<file path="config.mk">
export PLATFORM = sky130hd
export DESIGN_NAME = mem_burst_master
export DESIGN_NICKNAME = d
export VERILOG_FILES = /design/src/rtl/mem_burst_master.sv
export SDC_FILE = /design/constraint.sdc
export NUM_CORES = 1
export LEC_CHECK = 0
export ABC_AREA = 0
export CORE_MARGIN = 2
export CORE_UTILIZATION = 50
export CTS_CLUSTER_DIAMETER = 80
export CTS_CLUSTER_SIZE = 14
export DETAILED_ROUTE_END_ITERATION = 16
export GPL_TIMING_DRIVEN = 0
export PLACE_DENSITY_LB_ADDON = 0.05
export SLEW_MARGIN = 25
export SYNTH_ARGS = -nofsm -noshare
export SYNTH_HDL_FRONTEND = slang
export SYNTH_SLANG_ARGS = --single-unit
</file>
<file path="constraint.sdc">
create_clock -name clk -period 7.4 [get_ports clk]
set_input_delay 0.74 -clock clk [delete_from_list [all_inputs] [get_ports clk]]
set_output_delay 0.74 -clock clk [all_outputs]
set_load 0.03 [all_outputs]
</file>
<file path="src/rtl/mem_burst_master.sv">
// Burst initiator for the memory controller port: splits client burst commands
// into single-beat memory accesses and returns read data through a
// credit-limited response FIFO tagged with a last-beat flag.
module mem_burst_master #(
   parameter int DATA_WIDTH   = 8,
   parameter int ADDR_WIDTH   = 32,
   parameter int LEN_WIDTH    = 4,
   parameter int READ_LATENCY = 1,
   parameter int RSP_DEPTH    = 4
) (
   input  logic                  clk,
   input  logic                  reset,
   input  logic                  cmdValid,
   output logic                  cmdReady,
   input  logic                  cmdWrite,
   input  logic [ADDR_WIDTH-1:0] cmdAddr,
   input  logic [LEN_WIDTH-1:0]  cmdLen,
   input  logic                  wrValid,
   output logic                  wrReady,
   input  logic [DATA_WIDTH-1:0] wrData,
   output logic                  rspValid,
   input  logic                  rspReady,
   output logic [DATA_WIDTH-1:0] rspData,
   output logic                  rspLast,
   output logic [ADDR_WIDTH-1:0] memAddr,
   output logic [DATA_WIDTH-1:0] memDataIn,
   output logic                  memWriteEnable,
   input  logic [DATA_WIDTH-1:0] memDataOut,
   output logic                  busy
);

   localparam int PW = $clog2(RSP_DEPTH);
   localparam int CW = PW + 1;
   localparam logic [CW-1:0] FULL_C  = CW'(RSP_DEPTH);
   localparam logic [CW:0]   DEPTH_C = (CW+1)'(RSP_DEPTH);

   typedef enum logic [1:0] {IDLE, WRITE, READ, DRAIN} state_t;

   state_t                  state, state_nx;
   logic                    alive;
   logic [ADDR_WIDTH-1:0]   addr;
   logic [LEN_WIDTH-1:0]    remaining;
   logic                    cmd_fire, wr_fire, issue, push, pop, credit;
   logic [READ_LATENCY-1:0] pipe_v, pipe_l;
   logic [CW-1:0]           inflight, occ;
   logic [PW:0]             wptr, rptr;
   logic [DATA_WIDTH-1:0]   fifo_d [RSP_DEPTH];
   logic [RSP_DEPTH-1:0]    fifo_l;

   assign occ      = wptr - rptr;
   assign credit   = ({1'b0, occ} + {1'b0, inflight}) < DEPTH_C;
   assign push     = pipe_v[READ_LATENCY-1];
   assign rspValid = (occ != '0);
   assign pop      = rspValid && rspReady;
   assign rspData  = fifo_d[rptr[PW-1:0]];
   assign rspLast  = fifo_l[rptr[PW-1:0]];
   assign busy     = (state != IDLE) || (inflight != '0);

   // State register; alive keeps cmdReady low while reset is held
   always_ff @(posedge clk or negedge reset) begin
      if (!reset) begin
         state <= IDLE;
         alive <= 1'b0;
      end else begin
         state <= state_nx;
         alive <= 1'b1;
      end
   end

   // Next-state decode and handshake strobes
   always_comb begin
      state_nx = state;
      cmd_fire = 1'b0;
      wr_fire  = 1'b0;
      issue    = 1'b0;
      cmdReady = 1'b0;
      wrReady  = 1'b0;
      case (state)
         IDLE: begin
            cmdReady = alive;
            if (cmdValid && alive) begin
               cmd_fire = 1'b1;
               state_nx = cmdWrite ? WRITE : READ;
            end
         end
         WRITE: begin
            wrReady = 1'b1;
            if (wrValid) begin
               wr_fire = 1'b1;
               if (remaining == '0) state_nx = IDLE;
            end
         end
         READ: begin
            if (credit) begin
               issue = 1'b1;
               if (remaining == '0) state_nx = DRAIN;
            end
         end
         DRAIN: begin
            if (inflight == '0) state_nx = IDLE;
         end
         default: state_nx = IDLE;
      endcase
   end

   // Burst address/count and registered memory port
   always_ff @(posedge clk or negedge reset) begin
      if (!reset) begin
         addr           <= '0;
         remaining      <= '0;
         memAddr        <= '0;
         memDataIn      <= '0;
         memWriteEnable <= 1'b0;
      end else begin
         memWriteEnable <= wr_fire;
         if (cmd_fire) begin
            addr      <= cmdAddr;
            remaining <= cmdLen;
         end else if (wr_fire || issue) begin
            memAddr   <= addr;
            addr      <= addr + ADDR_WIDTH'(1);
            remaining <= remaining - LEN_WIDTH'(1);
         end
         if (wr_fire) memDataIn <= wrData;
      end
   end

   // Read-latency pipe of issued beats and their in-flight count
   always_ff @(posedge clk or negedge reset) begin
      if (!reset) begin
         pipe_v   <= '0;
         pipe_l   <= '0;
         inflight <= '0;
      end else begin
         pipe_v[0] <= issue;
         pipe_l[0] <= issue && (remaining == '0);
         for (int unsigned i = 1; i < READ_LATENCY; i++) begin
            pipe_v[i] <= pipe_v[i-1];
            pipe_l[i] <= pipe_l[i-1];
         end
         inflight <= inflight + CW'(issue) - CW'(push);
      end
   end

   // Response FIFO storage and pointers
   always_ff @(posedge clk or negedge reset) begin
      if (!reset) begin
         wptr   <= '0;
         rptr   <= '0;
         fifo_l <= '0;
         for (int unsigned i = 0; i < RSP_DEPTH; i++) fifo_d[i] <= '0;
      end else begin
         if (push) begin
            fifo_d[wptr[PW-1:0]] <= memDataOut;
            fifo_l[wptr[PW-1:0]] <= pipe_l[READ_LATENCY-1];
            wptr                 <= wptr + (PW+1)'(1);
         end
         if (pop) rptr <= rptr + (PW+1)'(1);
      end
   end

   a_no_overflow: assert property (@(posedge clk) disable iff (!reset)
      !(push && !pop && (occ == FULL_C)));

endmodule
</file>
# Yosys cells after proc, flatten, opt, wreduce, memory -nomap -nowiden
# Index checks and enable logic that the tools add are counted.
# Widths: inputs -> output; s select.
# word_totals
input_bits	58
regBits	127
elab_cells	91
# classes
n_reduce_logical	16
addsub	8
muxes	31
n_eq_ne	9
magnitude_cmp	7
bitwise	3
# ops
op	count
$mux 32	2
$add 32x1->32 const B	1
$bwmux 32	1
$mux 8	3
$bmux 8 s2	1
$demux 8 s2	1
$mux 2	7
$ne 2x2->1 const B	6
$mux 1	10
$mux 4	2
$pmux 2 s4	1
$add 3x1->3 const B	2
$ge 3x3->1 const B	2
$lt 2x3->1 const B	2
$not 2->3	2
$reduce_and 6->1	1
$reduce_bool 3->1	2
$logic_and 1x1->1	5
$add 3x3->4	1
$bwmux 4	1
$eq 2x2->1 const B	2
$logic_not 4->1	1
$lt 4x3->1 const B	1
$reduce_bool 2->1	2
14 further kinds	15

# Longest topological paths before layout
# Gate-level depths: netlist (run 1).
# depth
word_depth	8
ltp_mapped	14

# Least setup slack after synthesis (run 1)
# No wires, ideal clock.
# synth_path
kind	reg2reg
start	register rptr[1]
end	register inflight[1]
setup_ns	0.135
synth_period_minus_slack_ns	3.219
required_ns	7.265
slack_ns	4.181
path_stages_with_launch	12
arrival_ns	3.084
path_cell_list	dfrtp_1 -> clkbuf_1 -> inv_1 -> fa_1 -> xor2_1 -> xnor2_1 -> ha_1 -> or3_4 -> or2_2 -> nor2_1 -> ha_1 -> fa_1
# synth_between
elab_chain_len	7
# synth_rtl
item	line	text
from (decl)	46	logic [PW:0] wptr, rptr;
from (signal assigned)	158	if (pop) rptr <= rptr + (PW+1)'(1);
$sub 3x3->3	50	assign occ = wptr - rptr;
$add 3x3->4	51	assign credit = ({1'b0, occ} + {1'b0, inflight}) < DEPTH_C;
$lt 4x3->1	51	
$mux 1	94	if (credit) begin
$mux 1	78	case (state)
net issue	43	logic cmd_fire, wr_fire, issue, push, pop, credit;
$add 3x1->3	141	inflight <= inflight + CW'(issue) - CW'(push);
$sub 3x1->3	141	
to (signal assigned)	141	
to (decl)	45	logic [CW-1:0] inflight, occ;
# The timed path passes the listed nets, and every way through them passes these cells.
# A chain may end at the register's enable or synchronous reset.

# Worst setup path after layout (run 1)
# layout_path
start	register rptr[1]
end	output rspValid
# layout_between
elab_chain_len	2
# layout_rtl
item	line	text
$sub 3x3->3	50	
$reduce_bool 3->1	53	assign rspValid = (occ != '0);
to (decl)	21	output logic rspValid,
# Every way passes these cells.

==> impl_metrics.toml, run 1 <==
[cells_and_area]
final_nets = 787
area_growth_pct = 32.05
final_core_util_pct = 67.08
diodes = 0
drive_gt1_share_pct = 14.44
stdcell_area_sq_um = 7990

[grt]
antenna_found_initial = 0
grt_pass1_vias = 5026
grt.total_usage_pct = 23.65
grt_pass1_wl_um = 23880
overflow = 0
grt_start_max_net_pins = 84

[sta]
maxSlewHeadroom_pct = 56.92
tightest_slew_ns = 0.6462
max_freq_mhz = 248.1
finalMaxSlewViolations = 0
setup_viol = 0
final.setup.tns_ns = 0
finalCritPeriodShare_pct = 54.47
period_minus_slack_ns = 4.031
whs_ns = 0.2035
hold_violations = 0
rsz0062_at_grt = "false"
clock_skew_ns = 0.006301

[synth]
ys.flop_type = "dfrtp_1"
yosysWarnings = 0
async_flop_share_pct = 100.0
syn_area_per_cell_sq_um = 10.36
ys_ff_latch = 127
synth-seq-area-share_pct = 52.52
ys_types = 55
synth_area_sq_um = 6051
synth_edf_count = 0
syn_inst = 584
synth.net_count = 656

[critical_path]
critPathCaptureType = "output port"
critPathLaunchType = "flop"
rr_worst_depth = 12
cp.arrival_ns = 3.29
rr_startpoint = "rptr[1]"
critPathRequiredTime_ns = 6.66
r2r_slack_ns = 3.60
worst-setup-path-type = "flop to output port"
timing.rr.end = "addr[23]"
critPathMaxFanout = 10

[die]
die_y_um = 114.0
core_area_sq_um = 11910
fp-row-count = 40
fp.dieW_um = 114.0
top_level_ports = 112
fp.dieArea_sq_um = 13000
start_util_pct = 50.80

[cts]
clock-root-buffer = "clkbuf_16"
post_cts_resized = 0
cts_made_buffers = 17
htreeDepth = 4
clk_path_buf_depth = 2
cts.sinks = 127
clock_latency_ns = 0.42
cts_tree = "built"
cts_setup_buffers = 0
clk_pin_slew_ns = 0.06
cts_hold_buf = 0

[detailed_routing]
routed-via-count = 4815
viasPerCell = 5.509
drt_iter0_drc = 402
ant_nets = 0
dr.pass1.iters = 5
wl_per_cell_um = 16.62
drc_errors = 0
totalWireLength_um = 14530

[job]
max-cap-violations = 0

[power_and_ir_drop]
ir_worst_vdd_mv = 0.2787
power_leakage_nw = 3.623
p_total_mw = 3.951
powerDensity_nw_per_um2 = 494.5

[placed_design]
placed_cell_area_sq_um = 7378
portBuffers = 111
place_hpwl_um = 10080
gp_congestion = 0.8469

[worst_hold_path]
hold_path_class = "primary input to asynchronous set/reset pin"

[run_status]
status = "completed"
## worst max-delay path by stage
stage	from	depth (start not counted)	to
4_1_cts	rptr[1]	7	rspValid
5_1_grt	rptr[1]	7	rspValid
3_3_place_gp	reset	1	memAddr[24]
6_report	rptr[1]	7	rspValid
3_5_place_dp	rptr[1]	12	addr[9]
2_1_floorplan	rptr[1]	11	inflight[1]
## registers in the layout (all words and copies together) (netlist names), 2 cells and up
register / cells
rptr: 3
remaining: 4
memDataIn: 8
memAddr: 32
inflight: 3
fifo_d: 32
state: 2
fifo_l: 4
addr: 32
wptr: 3
## area by class of cell
cell class / count / area (sq um)
fill: 1014 / 3921
sequential: 127 / 3178
multi-input combinational: 409 / 2655
timing repair buffer: 112 / 1144
clock buffer: 21 / 450.4
tap: 147 / 183.9
clock inverter: 10 / 161.4
buffer: 31 / 153.9
inverter: 17 / 63.81
## per-stage QoR
stage	setup WS, ns	instances
after global routing	3.210	874
final	3.369	874
after floorplan	4.181	584
after CTS	3.337	874
after global placement	0.6915	842
after detailed placement	3.623	843
## Yosys cell counts, types with 3 or more instances
cell	n	area [sq um]
a21oi_1	15	75.07
a22oi_1	4	30.03
a31oi_1	10	62.56
and2_1	5	31.28
and3_1	6	37.54
buf_2	17	85.08
clkbuf_1	10	37.54
dfrtp_1	127	3178
ha_1	12	150.1
inv_1	16	60.06
mux2_2	37	416.7
mux4_2	9	202.7
nand2_1	161	604.3
nand2b_1	3	18.77
nand3_1	15	75.07
nand3b_1	3	22.52
nand4_1	10	62.56
nor2_1	13	48.80
nor3_1	7	35.03
o211ai_1	8	60.06
o21ai_0	33	165.2
o21ai_1	3	15.01
o311ai_1	7	61.31
xnor2_1	5	43.79
xor2_1	10	87.58
## cells in the final DEF, fill, tap and decap left out, drive strengths merged, types with 4 or more instances in the layout
master,synthesis,final
a21oi,15,15
a22oi,4,4
a31oi,10,10
and2,5,5
and3,6,6
buf,20,22
bufinv,0,4
clkbuf,11,32
clkdlybuf4s50,0,110
clkinv,1,6
dfrtp,127,127
ha,12,12
inv,16,17
mux2,37,37
mux4,9,9
nand2,161,161
nand3,15,15
nand4,11,11
nor2,13,13
nor3,7,7
o211ai,8,8
o21ai,36,36
o311ai,9,9
xnor2,5,5
xor2,10,10
## metal layers
metal / GRT usage [%] / up-vias / wire length, um
li1: - / 2297 / -
met1: 28.46 / 2371 / 5967
met2: 41.43 / 127 / 7580
met3: 6.057 / 20 / 784
met4: 7.967 / 0 / 195
met5: 0 / - / 0
## critical path, stage by stage (launching register included)
cell	delay, ns
dfrtp_1	0.39
clkbuf_1	0.51
inv_1	0.14
fa_1	0.43
xor2_1	0.16
xnor2_1	0.14
or3b_2	0.48
clkdlybuf4s50_1	0.61
## power by group
group          internal, mW  total (mW)  switching (mW)
Combinational         0.785        1.86            1.08
Sequential            0.995        1.21           0.220
Clock                 0.570       0.874           0.304
Total                  2.35        3.95            1.60
## cells by family after synthesis
kind of cell | synth area share, %
fa+ha+maj | 3.143
other cells | 0.06198
buf+inv | 3.598
mux | 10.40
flops | 52.52
xor+xnor | 2.171
compound gates | 10.03
simple gates | 18.07
Power figures use the tool's default switching activity.
==> inputs of run 2 (changes only) <==
clock period = 3.77 ns   (was 7.4 ns; I/O delays follow)
==> run 2 against run 1 <==
  * Via count grew 0.50%
  * First-iteration DRC count is 0.75% lower
  * Sequential share of layout area shrank 0.062 points
  * Final cell count increased by 0.11%
  * Highest routed layer unchanged
==> impl_metrics.toml, run 2 (same netlist as run 1, synthesis figures left out) <==
[run_status]
status = "completed"

[cells_and_area]
fill_cells = 1013
drive_gt1_share_pct = 14.70
seq_area_sq_um = 3178
multi_input_area_sq_um = 2655
final_cell_mix = "nand2_1, dfrtp_1, clkdlybuf4s50_1, mux2_2, o21ai_0"
final_nets = 788
reg_top3 = "addr x32, fifo_d x32, memAddr x32"
final_common_cell = "nand2_1"
layoutNonFillerInstCount = 875
diodes = 0
area_growth_pct = 32.26

[critical_path]
rr_worst_depth = 11
worst-setup-path-type = "flop to flop"
cp_num_cells = 11
crit_buf_inv = 2
critPathCaptureType = "flop"
crit_chain = "buf_2, inv_1, fa_1, xor2_1, xnor2_1, ha_1, or3_4, or2_2, nor2_1, ha_1, fa_1"
cp.arrival_ns = 3.73
critPathMaxFanout = 10
timing.rr.end = "inflight[1]"
crit_start = "rptr[1]"
critPathLaunchType = "flop"
r2r_slack_ns = 0.33
critPathRequiredTime_ns = 4.06
cp_slowest_cell = "fa_1"
rr_startpoint = "rptr[1]"
critPathTopFamily = "adder cells"
slowest_delay_ns = 0.42

[sta]
setup_slack_ns = 0.3256
finalMaxSlewViolations = 0
rsz0062_at_grt = "false"
tightest_slew_ns = 0.6618
final.setup.tns_ns = 0
maxSlewHeadroom_pct = 55.88
max_freq_mhz = 290.3
period_minus_slack_ns = 3.444
finalCritPeriodShare_pct = 91.36
setup_viol = 0
clock_skew_ns = 0.007638
hold_violations = 0
whs_ns = 0.4523

[placed_design]
dp_cells = 843
place_ws_ns = -0.007397
place_hpwl_um = 10080
gp_congestion = 0.8469
portBuffers = 111

[detailed_routing]
viasPerCell = 5.530
routed-via-count = 4839
dr.pass1.iters = 5
drt_iter0_drc = 399
wl_per_cell_um = 16.61
ant_nets = 0
drc_errors = 0
totalWireLength_um = 14540

[power_and_ir_drop]
p_total_mw = 7.756
ir_worst_vdd_mv = 0.5480
power_leakage_nw = 3.633
powerDensity_nw_per_um2 = 969.2

[cts]
cts_made_buffers = 17
cts.sinks = 127
clk_pin_slew_ns = 0.06
clock-root-buffer = "clkbuf_16"
clk_path_buf_depth = 2
clock_latency_ns = 0.42
cts_setup_buffers = 0
htreeDepth = 4
cts_tree = "built"

[die]
start_util_pct = 50.80
fp.dieW_um = 114.0
die_y_um = 114.0
top_level_ports = 112
fp-row-count = 40
core_area_sq_um = 11910
fp.dieArea_sq_um = 13000

[grt]
antenna_found_initial = 0
overflow = 0
grt_start_max_net_pins = 84
grt_pass1_wl_um = 23960
grt.total_usage_pct = 23.73
grt_pass1_vias = 5037

[job]
max-cap-violations = 0

[worst_hold_path]
hold_path_class = "primary input to asynchronous set/reset pin"
run 2: how the worst max path moves through the flow:
stage,end
finish,inflight[1]
global route,addr[27]
CTS,addr[24]
detailed placement,addr[9]
global placement,memAddr[24]
floorplan,inflight[1]
run 2: area by class of cell:
cell class / count / area share, %
buffer: 31 / 1.954
clock buffer: 21 / 5.629
clock inverter: 10 / 2.017
inverter: 17 / 0.7974
multi-input combinational: 409 / 33.18
sequential: 127 / 39.71
tap: 147 / 2.298
timing repair buffer: 113 / 14.42
run 2: stage by stage:
step	util [%]	area, sq um
after floorplan	-	6051
after global placement	61.67	7346
after detailed placement	61.94	7378
after CTS	67.17	8001
after global routing	67.18	8003
final	67.18	8003
run 2: power by group:
part	leakage, nW	internal (mW)	switching, mW	total [mW]
Clock	0.301	1.12	0.598	1.72
Sequential	1.60	1.95	0.432	2.38
Combinational	1.73	1.55	2.11	3.65
Total	3.63	4.62	3.14	7.76
run 2: what timing repair did:
action	4_1_cts	5_1_grt
pin swaps	0	0
setup endpoints to repair	11	4
resized for setup	1	3
hold buffers	1	0
endpoints found under the hold margin	44	0
run 2: routing by layer:
metal	vias up	share of wire (%)	wire length, um	GRT usage (%)
met5	-	0	0	0
met4	0	1.3	190	7.724
met3	21	5.8	846	6.057
met2	134	52	7517	41.79
met1	2386	41	5982	28.49
li1	2298	-	-	-
==> inputs of run 3 (changes only) <==
CTS_CLUSTER_SIZE = 20   (was 14)
clock period = 4.15 ns   (was 3.77 ns; I/O delays follow)
==> run 3 against run 2 <==
  * Clock skew about the same
  * Sequential share of layout area about the same
  * Combinational power down 9.0%
  * Highest routed layer unchanged
  * Via count up 0.12%
  * Worst setup slack better by 0.046 ns
  * Power down 9.1%
  * Worst hold slack better by 0.012 ns
  * Critical path depth up 1
==> impl_metrics.toml, run 3 (same netlist as run 1, synthesis figures left out) <==
[die]
die_y_um = 114.0
core_area_sq_um = 11910
fp.dieArea_sq_um = 13000
top_level_ports = 112
fp-row-count = 40
fp.dieW_um = 114.0
start_util_pct = 50.80

[critical_path]
critPathCaptureType = "flop"
slowest_delay_ns = 0.51
critPathMaxFanout = 10
cp.arrival_ns = 4.07
crit_chain = "clkbuf_1, inv_1, fa_1, xor2_1, xnor2_1, ha_1, or3_4, o31ai_2, nor2_1, clkbuf_1, o21ai_0, o211ai_1"
critPathRequiredTime_ns = 4.44
path_common_cell = "clkbuf_1"
r2r_slack_ns = 0.37
cp_slowest_cell = "clkbuf_1"
worst-setup-path-type = "flop to flop"
critPathLaunchType = "flop"

[cts]
clk_path_buf_depth = 2
clk_pin_slew_ns = 0.06
post_cts_resized = 0
clock-root-buffer = "clkbuf_16"
cts.sinks = 127
cts_hold_buf = 1
cts_made_buffers = 17
htreeDepth = 4
clock_latency_ns = 0.42
cts_tree = "built"
cts_setup_buffers = 0

[sta]
finalCritPeriodShare_pct = 91.05
max_freq_mhz = 264.7
period_minus_slack_ns = 3.778
setup_viol = 0
setup_slack_ns = 0.3716
rsz0062_at_grt = "false"
tightest_slew_ns = 0.6375
finalMaxSlewViolations = 0
hold_violations = 0
clock_skew_ns = 0.007541
maxSlewHeadroom_pct = 57.50

[detailed_routing]
drt_iter0_drc = 413
routed-via-count = 4845
viasPerCell = 5.537
ant_nets = 0
wl_per_cell_um = 16.64
totalWireLength_um = 14560
dr.pass1.iters = 5
drc_errors = 0

[power_and_ir_drop]
power_leakage_nw = 3.628
p_total_mw = 7.048
powerDensity_nw_per_um2 = 881.0
ir_worst_vdd_mv = 0.4977

[grt]
overflow = 0
grt.total_usage_pct = 23.73
grt_pass1_vias = 5033
grt_start_max_net_pins = 84
antenna_found_initial = 0
grt_pass1_wl_um = 23960

[cells_and_area]
fill_cells = 1013
drive_gt1_share_pct = 14.42
final_cell_mix = "nand2_1, dfrtp_1, clkdlybuf4s50_1, mux2_2, o21ai_0"
area_growth_pct = 32.22
stdcell_area_sq_um = 8000
final_nets = 788
final_common_cell = "nand2_1"
reg_top3 = "addr x32, fifo_d x32, memAddr x32"
diodes = 0
layoutNonFillerInstCount = 875

[worst_hold_path]
hold_path_class = "flop to flop"

[job]
max-cap-violations = 0

[placed_design]
gp_congestion = 0.8469
dp_cells = 843
place_hpwl_um = 10080
placed_cell_area_sq_um = 7378
place_ws_ns = 0.3726
portBuffers = 111

[run_status]
status = "completed"
run 3: changes by cell type in the layout (fill, tap and decap cells not counted), sizes merged:
cell    previous run  this run
buf               23        22
clkbuf            31        32
run 3: worst paths after layout:
kind	from	end	cells after the start
min in group asynchronous	reset	memDataIn[6]	2
worst max register to register	rptr[1]	addr[24]	12
worst max-delay path	rptr[1]	addr[24]	12
max in group asynchronous	reset	addr[13]	3
worst min-delay path	memAddr[18]	memAddr[18]	2
worst min register to register	memAddr[18]	memAddr[18]	2
run 3: worst max-delay path: cells and delay by family, from the launching register on:
family / cells / cell delay [ns]
AOI/OAI and AO/OA: 3 / 0.66
xor gates and xnor gates: 2 / 0.34
adders and majority gates: 2 / 0.69
buffers and inverters: 3 / 0.96
DFF: 1 / 0.39
and+or+nand+nor: 2 / 0.61
run 3: layout make-up:
class / instances / area (sq um) / share of cell area (%)
well taps: 147 / 183.9 / 2.299
multi-input cells: 409 / 2655 / 33.19
inverters: 17 / 63.81 / 0.7976
clock inverters: 10 / 161.4 / 2.018
clock buffers: 21 / 450.4 / 5.630
repair buffers: 113 / 1154 / 14.42
flip-flops and latches: 127 / 3178 / 39.72
plain buffers: 31 / 153.9 / 1.924
run 3: per-layer routing:
layer  GRT usage (%)  share of wire (%)  vias to the layer above
met5               0                  0                        -
met4           7.724                1.3                        0
met3           6.057                5.2                       18
met2           41.79                 52                      130
met1           28.49                 41                     2397
li1                -                  -                     2300
run 3: per-stage QoR:
stage | util, % | TNS (ns) | hold slack, ns
after CTS | 67.16 | 0 | 0.4693
after floorplan | - | 0 | 0.1194
after global placement | 61.67 | -282.36 | 0.4515
after detailed placement | 61.94 | 0 | 0.3256
final | 67.16 | 0 | 0.4645
after global routing | 67.16 | 0 | 0.4953
run 3: where the power goes:
part / switching, mW / internal, mW
logic: 1.92 / 1.40
clock network: 0.543 / 1.02
registers: 0.394 / 1.77
